===== src/rtl/ivl_uvm_sampler_pkg.sv =====
// Shared types and sizing helpers for the ivl_uvm transaction sampler.
package ivl_uvm_sampler_pkg;

  typedef enum logic [1:0] {
    IDLE    = 2'd0,
    ARMED   = 2'd1,
    CAPTURE = 2'd2,
    STOPPED = 2'd3
  } sampler_state_e;

  localparam int DROP_CNT_W = 16;
  localparam int CAPT_CNT_W = 32;

  // A stored entry is {payload, timestamp}, packed MSB-first.
  function automatic int entry_w(input int data_w, input int ts_w);
    return data_w + ts_w;
  endfunction

endpackage


===== src/rtl/ivl_uvm_sampler_fifo.sv =====
// Show-ahead synchronous FIFO: the head entry is read combinationally from storage.
module ivl_uvm_sampler_fifo #(
  parameter int WIDTH = 64,
  parameter int DEPTH = 16,
  localparam int PTR_W = $clog2(DEPTH),
  localparam int CNT_W = PTR_W + 1
) (
  input  logic             clk,
  input  logic             rst_n,
  input  logic             push,
  input  logic             pop,
  input  logic             clear,
  input  logic [WIDTH-1:0] wr_data,
  output logic [WIDTH-1:0] rd_data,
  output logic [CNT_W-1:0] count,
  output logic             full,
  output logic             empty
);

  logic [WIDTH-1:0] mem_q [DEPTH];
  logic [PTR_W-1:0] wr_ptr_q, wr_ptr_d;
  logic [PTR_W-1:0] rd_ptr_q, rd_ptr_d;
  logic [CNT_W-1:0] count_q, count_d;
  logic             pop_eff;
  logic             push_eff;

  assign empty    = (count_q == '0);
  assign full     = (count_q == CNT_W'(DEPTH));
  assign count    = count_q;
  assign pop_eff  = pop && !empty && !clear;
  // A push into a full FIFO is only accepted when the head leaves in the same cycle.
  assign push_eff = push && !clear && (!full || pop_eff);
  assign rd_data  = empty ? '0 : mem_q[rd_ptr_q];

  always_comb begin
    wr_ptr_d = wr_ptr_q;
    rd_ptr_d = rd_ptr_q;
    count_d  = count_q;
    if (clear) begin
      wr_ptr_d = '0;
      rd_ptr_d = '0;
      count_d  = '0;
    end else begin
      if (push_eff) wr_ptr_d = wr_ptr_q + 1'b1;
      if (pop_eff)  rd_ptr_d = rd_ptr_q + 1'b1;
      case ({push_eff, pop_eff})
        2'b10:   count_d = count_q + 1'b1;
        2'b01:   count_d = count_q - 1'b1;
        default: count_d = count_q;
      endcase
    end
  end

  always_ff @(posedge clk or negedge rst_n) begin
    if (!rst_n) begin
      wr_ptr_q <= '0;
      rd_ptr_q <= '0;
      count_q  <= '0;
    end else begin
      wr_ptr_q <= wr_ptr_d;
      rd_ptr_q <= rd_ptr_d;
      count_q  <= count_d;
    end
  end

  always_ff @(posedge clk) begin
    if (push_eff) mem_q[wr_ptr_q] <= wr_data;
  end

endmodule


===== src/rtl/ivl_uvm_txn_sampler.sv =====
// Capture stage: samples accepted valid/ready transfers inside an arm/trigger/stop
// window, timestamps them and queues them for the monitor.
module ivl_uvm_txn_sampler
  import ivl_uvm_sampler_pkg::*;
#(
  parameter int DATA_W   = 32,
  parameter int DEPTH    = 16,
  parameter int TS_W     = 32,
  parameter int MAX_CAPT = 0
) (
  input  logic                     clk,
  input  logic                     rst_n,
  input  logic                     arm,
  input  logic                     trig,
  input  logic                     stop,
  input  logic                     clear,
  input  logic                     mon_valid,
  input  logic                     mon_ready,
  input  logic [DATA_W-1:0]        mon_data,
  input  logic                     pop,
  output logic                     out_valid,
  output logic [DATA_W-1:0]        out_data,
  output logic [TS_W-1:0]          out_ts,
  output logic [$clog2(DEPTH):0]   count,
  output logic                     full,
  output logic                     overflow,
  output logic [DROP_CNT_W-1:0]    drop_cnt,
  output sampler_state_e           state
);

  localparam int ENTRY_W = entry_w(DATA_W, TS_W);

  sampler_state_e          state_q, state_d;
  logic [TS_W-1:0]         ts_q;
  logic [CAPT_CNT_W-1:0]   capt_cnt_q, capt_cnt_d;
  logic [DROP_CNT_W-1:0]   drop_cnt_q, drop_cnt_d;
  logic                    overflow_q, overflow_d;

  logic                    below_lim;
  logic                    lim_hit_d;
  logic                    capture;
  logic                    push;
  logic                    drop;
  logic                    fifo_full;
  logic                    fifo_empty;
  logic [ENTRY_W-1:0]      head;

  generate
    if (MAX_CAPT == 0) begin : g_unlimited
      assign below_lim = 1'b1;
      assign lim_hit_d = 1'b0;
    end else begin : g_limited
      localparam logic [CAPT_CNT_W-1:0] MAX_CAPT_V = CAPT_CNT_W'(MAX_CAPT);
      assign below_lim = (capt_cnt_q < MAX_CAPT_V);
      assign lim_hit_d = (capt_cnt_d >= MAX_CAPT_V);
    end
  endgenerate

  // The trigger cycle itself is sampled, so ARMED+trig opens the window immediately.
  assign capture = ((state_q == CAPTURE) || (state_q == ARMED && trig && !stop))
                   && mon_valid && mon_ready && below_lim;
  assign push    = capture && !clear && (!fifo_full || pop);
  assign drop    = capture && !clear && fifo_full && !pop;

  ivl_uvm_sampler_fifo #(
    .WIDTH (ENTRY_W),
    .DEPTH (DEPTH)
  ) u_fifo (
    .clk     (clk),
    .rst_n   (rst_n),
    .push    (push),
    .pop     (pop),
    .clear   (clear),
    .wr_data ({mon_data, ts_q}),
    .rd_data (head),
    .count   (count),
    .full    (fifo_full),
    .empty   (fifo_empty)
  );

  always_comb begin
    capt_cnt_d = capt_cnt_q;
    drop_cnt_d = drop_cnt_q;
    overflow_d = overflow_q;
    if (clear) begin
      capt_cnt_d = '0;
      drop_cnt_d = '0;
      overflow_d = 1'b0;
    end else begin
      if (push && capt_cnt_q != '1) capt_cnt_d = capt_cnt_q + 1'b1;
      if (drop) begin
        overflow_d = 1'b1;
        if (drop_cnt_q != '1) drop_cnt_d = drop_cnt_q + 1'b1;
      end
    end
  end

  always_comb begin
    state_d = state_q;
    if (stop) begin
      state_d = STOPPED;
    end else begin
      case (state_q)
        IDLE:    if (arm)       state_d = ARMED;
        ARMED:   if (trig)      state_d = lim_hit_d ? STOPPED : CAPTURE;
        CAPTURE: if (lim_hit_d) state_d = STOPPED;
        STOPPED: if (arm)       state_d = ARMED;
        default:                state_d = IDLE;
      endcase
    end
  end

  always_ff @(posedge clk or negedge rst_n) begin
    if (!rst_n) begin
      state_q    <= IDLE;
      ts_q       <= '0;
      capt_cnt_q <= '0;
      drop_cnt_q <= '0;
      overflow_q <= 1'b0;
    end else begin
      state_q    <= state_d;
      ts_q       <= ts_q + 1'b1;
      capt_cnt_q <= capt_cnt_d;
      drop_cnt_q <= drop_cnt_d;
      overflow_q <= overflow_d;
    end
  end

  assign out_valid = !fifo_empty;
  assign out_data  = head[ENTRY_W-1 -: DATA_W];
  assign out_ts    = head[TS_W-1:0];
  assign full      = fifo_full;
  assign overflow  = overflow_q;
  assign drop_cnt  = drop_cnt_q;
  assign state     = state_q;

endmodule


===== config.mk =====
export PLATFORM = sky130hd
export DESIGN_NAME = ivl_uvm_txn_sampler
export DESIGN_NICKNAME = d
export VERILOG_FILES = /design/src/rtl/ivl_uvm_sampler_pkg.sv /design/src/rtl/ivl_uvm_sampler_fifo.sv /design/src/rtl/ivl_uvm_txn_sampler.sv
export SDC_FILE = /design/constraint.sdc
export NUM_CORES = 1
export LEC_CHECK = 0
export CAP_MARGIN = 20
export CORE_MARGIN = 4
export CORE_UTILIZATION = 65
export DETAILED_ROUTE_END_ITERATION = 8
export PLACE_DENSITY = 0.86
export SLEW_MARGIN = 20
export SYNTH_ARGS = -nofsm -noshare
export SYNTH_HDL_FRONTEND = slang
export SYNTH_HIERARCHICAL = 1
export SYNTH_SLANG_ARGS = --single-unit

===== constraint.sdc =====
create_clock -name clk -period 14 [get_ports clk]
set_clock_uncertainty 0.1 [all_clocks]
set_input_delay 2.1 -clock clk [delete_from_list [all_inputs] [get_ports clk]]
set_output_delay 2.1 -clock clk [all_outputs]
set_load 0.02 [all_outputs]

---- Yosys cells after proc, flatten, opt, wreduce, memory -nomap -nowiden ----
Memory sizes are Yosys's and may differ from the RTL's.
Index checks and enable logic that the tools add are counted.
storage, ports and cells
  register bits ........................... 64
  bits in writable memories ............... 1024
  output and inout bits ................... 90
  logic and storage cells ................. 72
  memories kept ........................... 1
memory list
  name          words  width  read ports  clocked after memory_dff  wr ports  line                        source
  u_fifo.mem_q  16     64     1           0                         1         ivl_uvm_sampler_fifo.sv:20  logic [WIDTH-1:0] mem_q [DEPTH];
cells by class
  add/sub/neg operators ................... 6
  equal/unequal tests ..................... 10
  multiplexer cells ....................... 18
  reductions and logical operators ........ 30
operators by type and width
  operator                                               count
  2-to-1 mux 64 bit                                      1
  2-to-1 mux 16 bit                                      3
  adder 32 x 1 -> 32 bit, second input constant          1
  adder 16 x 1 -> 16 bit, second input constant          1
  2-to-1 mux 4 bit                                       4
  inequality test 16 bit, second input constant          1
  logical AND 1 bit                                      12
  one-hot mux 5 bit (2 select lines)                     1
  adder 4 x 1 -> 4 bit, second input constant            2
  nonzero test 2 bit                                     4
  == test 2 bit, second input constant                   3
  2-to-1 mux 2 bit                                       3
  adder 5 x 1 -> 5 bit, second input constant            1
  == test 5 bit, second input constant                   1
  zero test 1 bit                                        5
  zero test 5 bit                                        1
  2-to-1 mux 5 bit                                       1
  subtractor 5 x 1 -> 5 bit, second input constant       1
  == test 2 x 1 -> 1 bit, second input constant          2
  2-to-1 mux 1 bit                                       4
  one-hot mux 2 bit (2 select lines)                     1
  logical OR 1 bit                                       3
  inequality test 3 x 1 -> 1 bit, second input constant  1
  inequality test 3 bit, second input constant           1
  6 further kinds                                        6

---- Longest topological paths before layout ----
  depth in word-level cells ............... 13
  depth in mapped cells ................... 13
  depth with buffers taken out ............ 12

---- Cells and area by module ----
The synthesis kept the hierarchy.
by module, submodules not included
  module                instances  cells an instance  area an instance (µm²)  seq. area each (µm²)
  ivl_uvm_sampler_fifo  1          1685               39599.2                 31074.8
  ivl_uvm_txn_sampler   1          248                2621.3                  1276.2

---- Worst setup path before layout ----
OpenSTA, ideal clock, no wires.
  kind .................................... input to register
  start ................................... input stop
  end ..................................... memory u_fifo.mem_q[3][0], enable pin
  library setup time ...................... 565 ps
  data arrival time ....................... 8197 ps
  required time ........................... 13335 ps
  setup slack ............................. 5138 ps
  stages on the path ...................... 6
  path buffers ............................ 0
  cells stage by stage .................... nand3b_1 a2111oi_0 nand2b_1 o21ba_2 nand2_1 nor3_1
on the way
  word-level cells in the longest chain between the ends .. 11
ends and longest elaborated chain
  element                                 line                        source
  start: declaration                      ivl_uvm_txn_sampler.sv:15   input logic stop,
  zero test 1 bit                         ivl_uvm_txn_sampler.sv:60   assign capture = ((state_q == CAPTURE) || (state_q == ARMED && trig && !stop))
  logical AND 1 bit                       ivl_uvm_txn_sampler.sv:60
  logical OR 1 bit                        ivl_uvm_txn_sampler.sv:60
  logical AND 1 bit (2 in series)         ivl_uvm_txn_sampler.sv:61   && mon_valid && mon_ready && below_lim;
  logical AND 1 bit (2 in series)         ivl_uvm_txn_sampler.sv:62   assign push = capture && !clear && (!fifo_full || pop);
  named net push                          ivl_uvm_txn_sampler.sv:42   logic push;
  logical AND 1 bit (2 in series)         ivl_uvm_sampler_fifo.sv:32  assign push_eff = push && !clear && (!full || pop_eff);
  2-to-1 mux 1 bit                        ivl_uvm_sampler_fifo.sv:67  if (push_eff) mem_q[wr_ptr_q] <= wr_data;
  2-to-1 mux 1 bit (not written as such)  ivl_uvm_sampler_fifo.sv:67
  end: declaration                        ivl_uvm_sampler_fifo.sv:20
The timed path passes the listed nets, and every way through them passes these cells.

---- Final worst setup path ----
  start ................................... register u_fifo.rd_ptr_q[0]
  end ..................................... output out_ts[13]
on the way
  word-level cells in the longest chain between the ends .. 2
ends and longest elaborated chain
  element                    line                        source
  start: declaration         ivl_uvm_sampler_fifo.sv:22  logic [PTR_W-1:0] rd_ptr_q, rd_ptr_d;
  start signal: assignment   ivl_uvm_sampler_fifo.sv:61  rd_ptr_q <= rd_ptr_d;
  memory read (16 x 64 bit)  -
  2-to-1 mux 64 bit          ivl_uvm_sampler_fifo.sv:33  assign rd_data = empty ? '0 : mem_q[rd_ptr_q];
  end: declaration           ivl_uvm_txn_sampler.sv:23   output logic [TS_W-1:0] out_ts,
Every way passes these cells.

==> results.sh <==
export IMPL_cp_max_fo=51
export IMPL_coreArea_mm2=0.0643
export IMPL_syn_num_nets=1987
export IMPL_drc=0
export IMPL_clk_pin_slew_ps=60
export IMPL_synth_area_mm2=0.0422
export IMPL_ant_nets=0
export IMPL_dp_final_hpwl_mm=46.8
export IMPL_yosysWarningCount=6
export IMPL_first_iter_violations=2817
export IMPL_via_count=21140
export IMPL_wl_per_cell_um=32.4
export IMPL_fin_area_mm2=0.0479
export IMPL_cp_end_kind="output pin"
export IMPL_relSlewSlack_pct=20.4
export IMPL_hold_violations=0
export IMPL_rows=93
export IMPL_syn_avg_cell_area_um2=21.8
export IMPL_synth_seq_cells=1088
export IMPL_p_per_area_mw_per_mm2=164
export IMPL_die_width_um=263
export IMPL_port_buffers=130
export IMPL_synth_seq_area_share_pct=76.6
export IMPL_placed_cell_area_mm2=0.0445
export IMPL_synth_edf_count=1024
export IMPL_worstPathArrival_ps=5420
export IMPL_ys_types=63
export IMPL_gr_usage_all_layers_pct=28.9
export IMPL_die_y_um=263
export IMPL_fill_cells=3298
export IMPL_start_util_pct=65.6
export IMPL_rsz0062_at_grt="false"
export IMPL_cts_buffers=103
export IMPL_h_tree_depth=3
export IMPL_grt_overflow_total=0
export IMPL_fin_crit_ps=7620
export IMPL_clk_path_buf_depth=3
export IMPL_synthArstFlopShare_pct=5.88
export IMPL_required_ps=11800
export IMPL_finalNetCount=2165
export IMPL_wl_mm=99.1
export IMPL_ir_drop_mv=0.170
export IMPL_crit_path_start_kind="flop"
export IMPL_holdBufCountCts=0
export IMPL_ios=131
export IMPL_area_growth_pct=13.5
export IMPL_holdWs_ps=434
export IMPL_fin_crit_sh_pct=54.4
export IMPL_grt_first_pass_wirelength_mm=148
export IMPL_vias_per_cell=6.92
export IMPL_drtPass1Iterations=5
export IMPL_synthFlopType="edfxtp_1"
export IMPL_setup_violations=0
export IMPL_dieArea_mm2=0.0691
export IMPL_cap_violations=0
export IMPL_cts_tree="done"
export IMPL_grt_pass1_vias=22394
export IMPL_root_buffer="clkbuf_16"
export IMPL_grt_max_degree=123
export IMPL_hp_class="flop to flop"
export IMPL_synthCells=1933
export IMPL_cts_sinks=1088
export IMPL_drive_gt1_share_pct=22.3
export IMPL_worstMarginPinSlew_ps=1190
export IMPL_cts_resized=0
export IMPL_antenna_found_initial=4
export IMPL_status="completed"
export IMPL_fmax_mhz=131
export IMPL_leakagePower_nw=15.1
export IMPL_crit_type="flop to output pin"
export IMPL_slew_violations=0
export IMPL_setup_tns_ps=0
export IMPL_post_cts_buffers=0
export IMPL_clock_latency_ps=660
export IMPL_place_gp_congestion=0.778
kinds of logic after synthesis:
logic type | Yosys count | synth area share (%)
AO/OA/AOI/OAI | 112 | 2.31
XOR/XNOR | 38 | 0.788
adder cells (fa/ha/maj) | 13 | 0.403
buffers and inverters | 114 | 1.47
flip-flops | 1088 | 76.6
multiplexers | 328 | 15.4
AND/OR/NAND/NOR | 240 | 3.03
cells in the final DEF, fill, tap and decap left out, types with 18 or more instances in the layout:
master           synthesis  final
mux4_2                 256    256
clkdlybuf4s50_1          0    129
clkbuf_1                29     23
buf_4                    8     35
mux2i_1                 68     68
nor2_1                  98     86
nand3_1                 23     23
a221o_1                 63     63
nand2_1                 22     22
edfxtp_1              1024   1024
dfrtp_1                 64     61
clkinv_1                 0     18
xnor2_1                 25     25
clkbuf_16                0    103
area by class of cell:
class | instances | area (um^2) | share of cell area (%)
well taps | 855 | 1070 | 2.23
clock inverters | 60 | 657 | 1.37
repair buffers | 171 | 1680 | 3.50
inverters | 16 | 60.1 | 0.125
clock buffers | 131 | 2730 | 5.70
multi-input cells | 731 | 9370 | 19.5
flip-flops and latches | 1088 | 32400 | 67.5
diodes | 3 | 7.51 | 0.0157
worst max-delay path, stage by stage, from the launching register on:
cell,delay (ps)
dfrtp_4,1100
buf_4,930
buf_4,920
mux4_2,610
a221o_1,440
clkdlybuf4s50_1,570
power breakdown:
group | internal (W) | switching, W | leakage (nW)
logic | 0.000692 | 0.000747 | 3.42
registers | 0.00355 | 0.0000705 | 10.1
clock network | 0.00161 | 0.00119 | 1.63
total | 0.00584 | 0.00201 | 15.1
cell usage after synthesis (4+ instances only):
| cell type | n | area share [%] |
|---|---|---|
| mux4_2 | 256 | 14 |
| mux2i_1 | 68 | 1.6 |
| xnor2_1 | 25 | 0.52 |
| nor3b_1 | 4 | 0.071 |
| nand2_1 | 22 | 0.20 |
| nor3_1 | 16 | 0.19 |
| nor4b_1 | 8 | 0.17 |
| buf_2 | 35 | 0.41 |
| a221o_1 | 63 | 1.5 |
| xor2_1 | 13 | 0.27 |
| ha_1 | 12 | 0.36 |
| nor2b_1 | 5 | 0.074 |
| buf_4 | 8 | 0.14 |
| buf_1 | 10 | 0.089 |
| edfxtp_1 | 1024 | 73 |
| buf_6 | 16 | 0.43 |
| a211oi_1 | 4 | 0.071 |
| nor4_1 | 5 | 0.074 |
| and3_1 | 11 | 0.16 |
| and4_1 | 4 | 0.083 |
| nand2b_1 | 6 | 0.089 |
| a31oi_1 | 4 | 0.059 |
| inv_1 | 16 | 0.14 |
| nor2_1 | 98 | 0.87 |
| o211ai_1 | 5 | 0.089 |
| nand4_1 | 13 | 0.19 |
| clkbuf_1 | 29 | 0.26 |
| a21oi_1 | 12 | 0.14 |
| mux2_2 | 4 | 0.11 |
| nand3_1 | 23 | 0.27 |
| dfrtp_1 | 64 | 3.8 |
flip-flops by register name (all words and copies together) (netlist names):
register / count
u_fifo/mem_q: 1024
u_fifo/count: 5
u_fifo/wr_ptr_q: 4
drop_cnt: 16
overflow: 1
state: 2
ts_q: 32
u_fifo/rd_ptr_q: 4
metrics by stage:
step	std cells	setup slack [ps]	utilization (%)	total power [W]
3_3_place_gp	2857	7110	69.1	0.00508
2_1_floorplan	1933	5140	-	0.00467
4_1_cts	3051	6300	74.4	0.00790
6_report	3055	6380	74.5	0.00786
3_5_place_dp	2860	7060	69.2	0.00511
5_1_grt	3055	6000	74.5	0.00812
metal layers:
layer	track usage [%]	routed length, um	vias up
met1	38.1	34400	11101
met2	49.9	52200	1303
met3	4.95	8710	254
met5	0	9	-
met4	10.3	3750	2
li1	-	-	8480
path summary, 6_finish.rpt:
path                       slack (ps)                              to  cells past startpoint                           start
max reg2reg                      9620  u_fifo/mem_q[12][33]$_DFFE_PP_                     10     u_fifo/count[0]$_DFFE_PN0P_
min reg2reg                       430            overflow$_DFFE_PN0P_                      2            overflow$_DFFE_PN0P_
max                              6380                      out_ts[13]                      5  u_fifo/rd_ptr_q[0]$_DFFE_PN0P_
min                               430            overflow$_DFFE_PN0P_                      2            overflow$_DFFE_PN0P_
min in group asynchronous        1530        drop_cnt[13]$_DFFE_PN0P_                      2                           rst_n
max in group asynchronous       11540  u_fifo/rd_ptr_q[1]$_DFFE_PN0P_                      2                           rst_n
No activity file was read; power rests on OpenSTA's default activity.
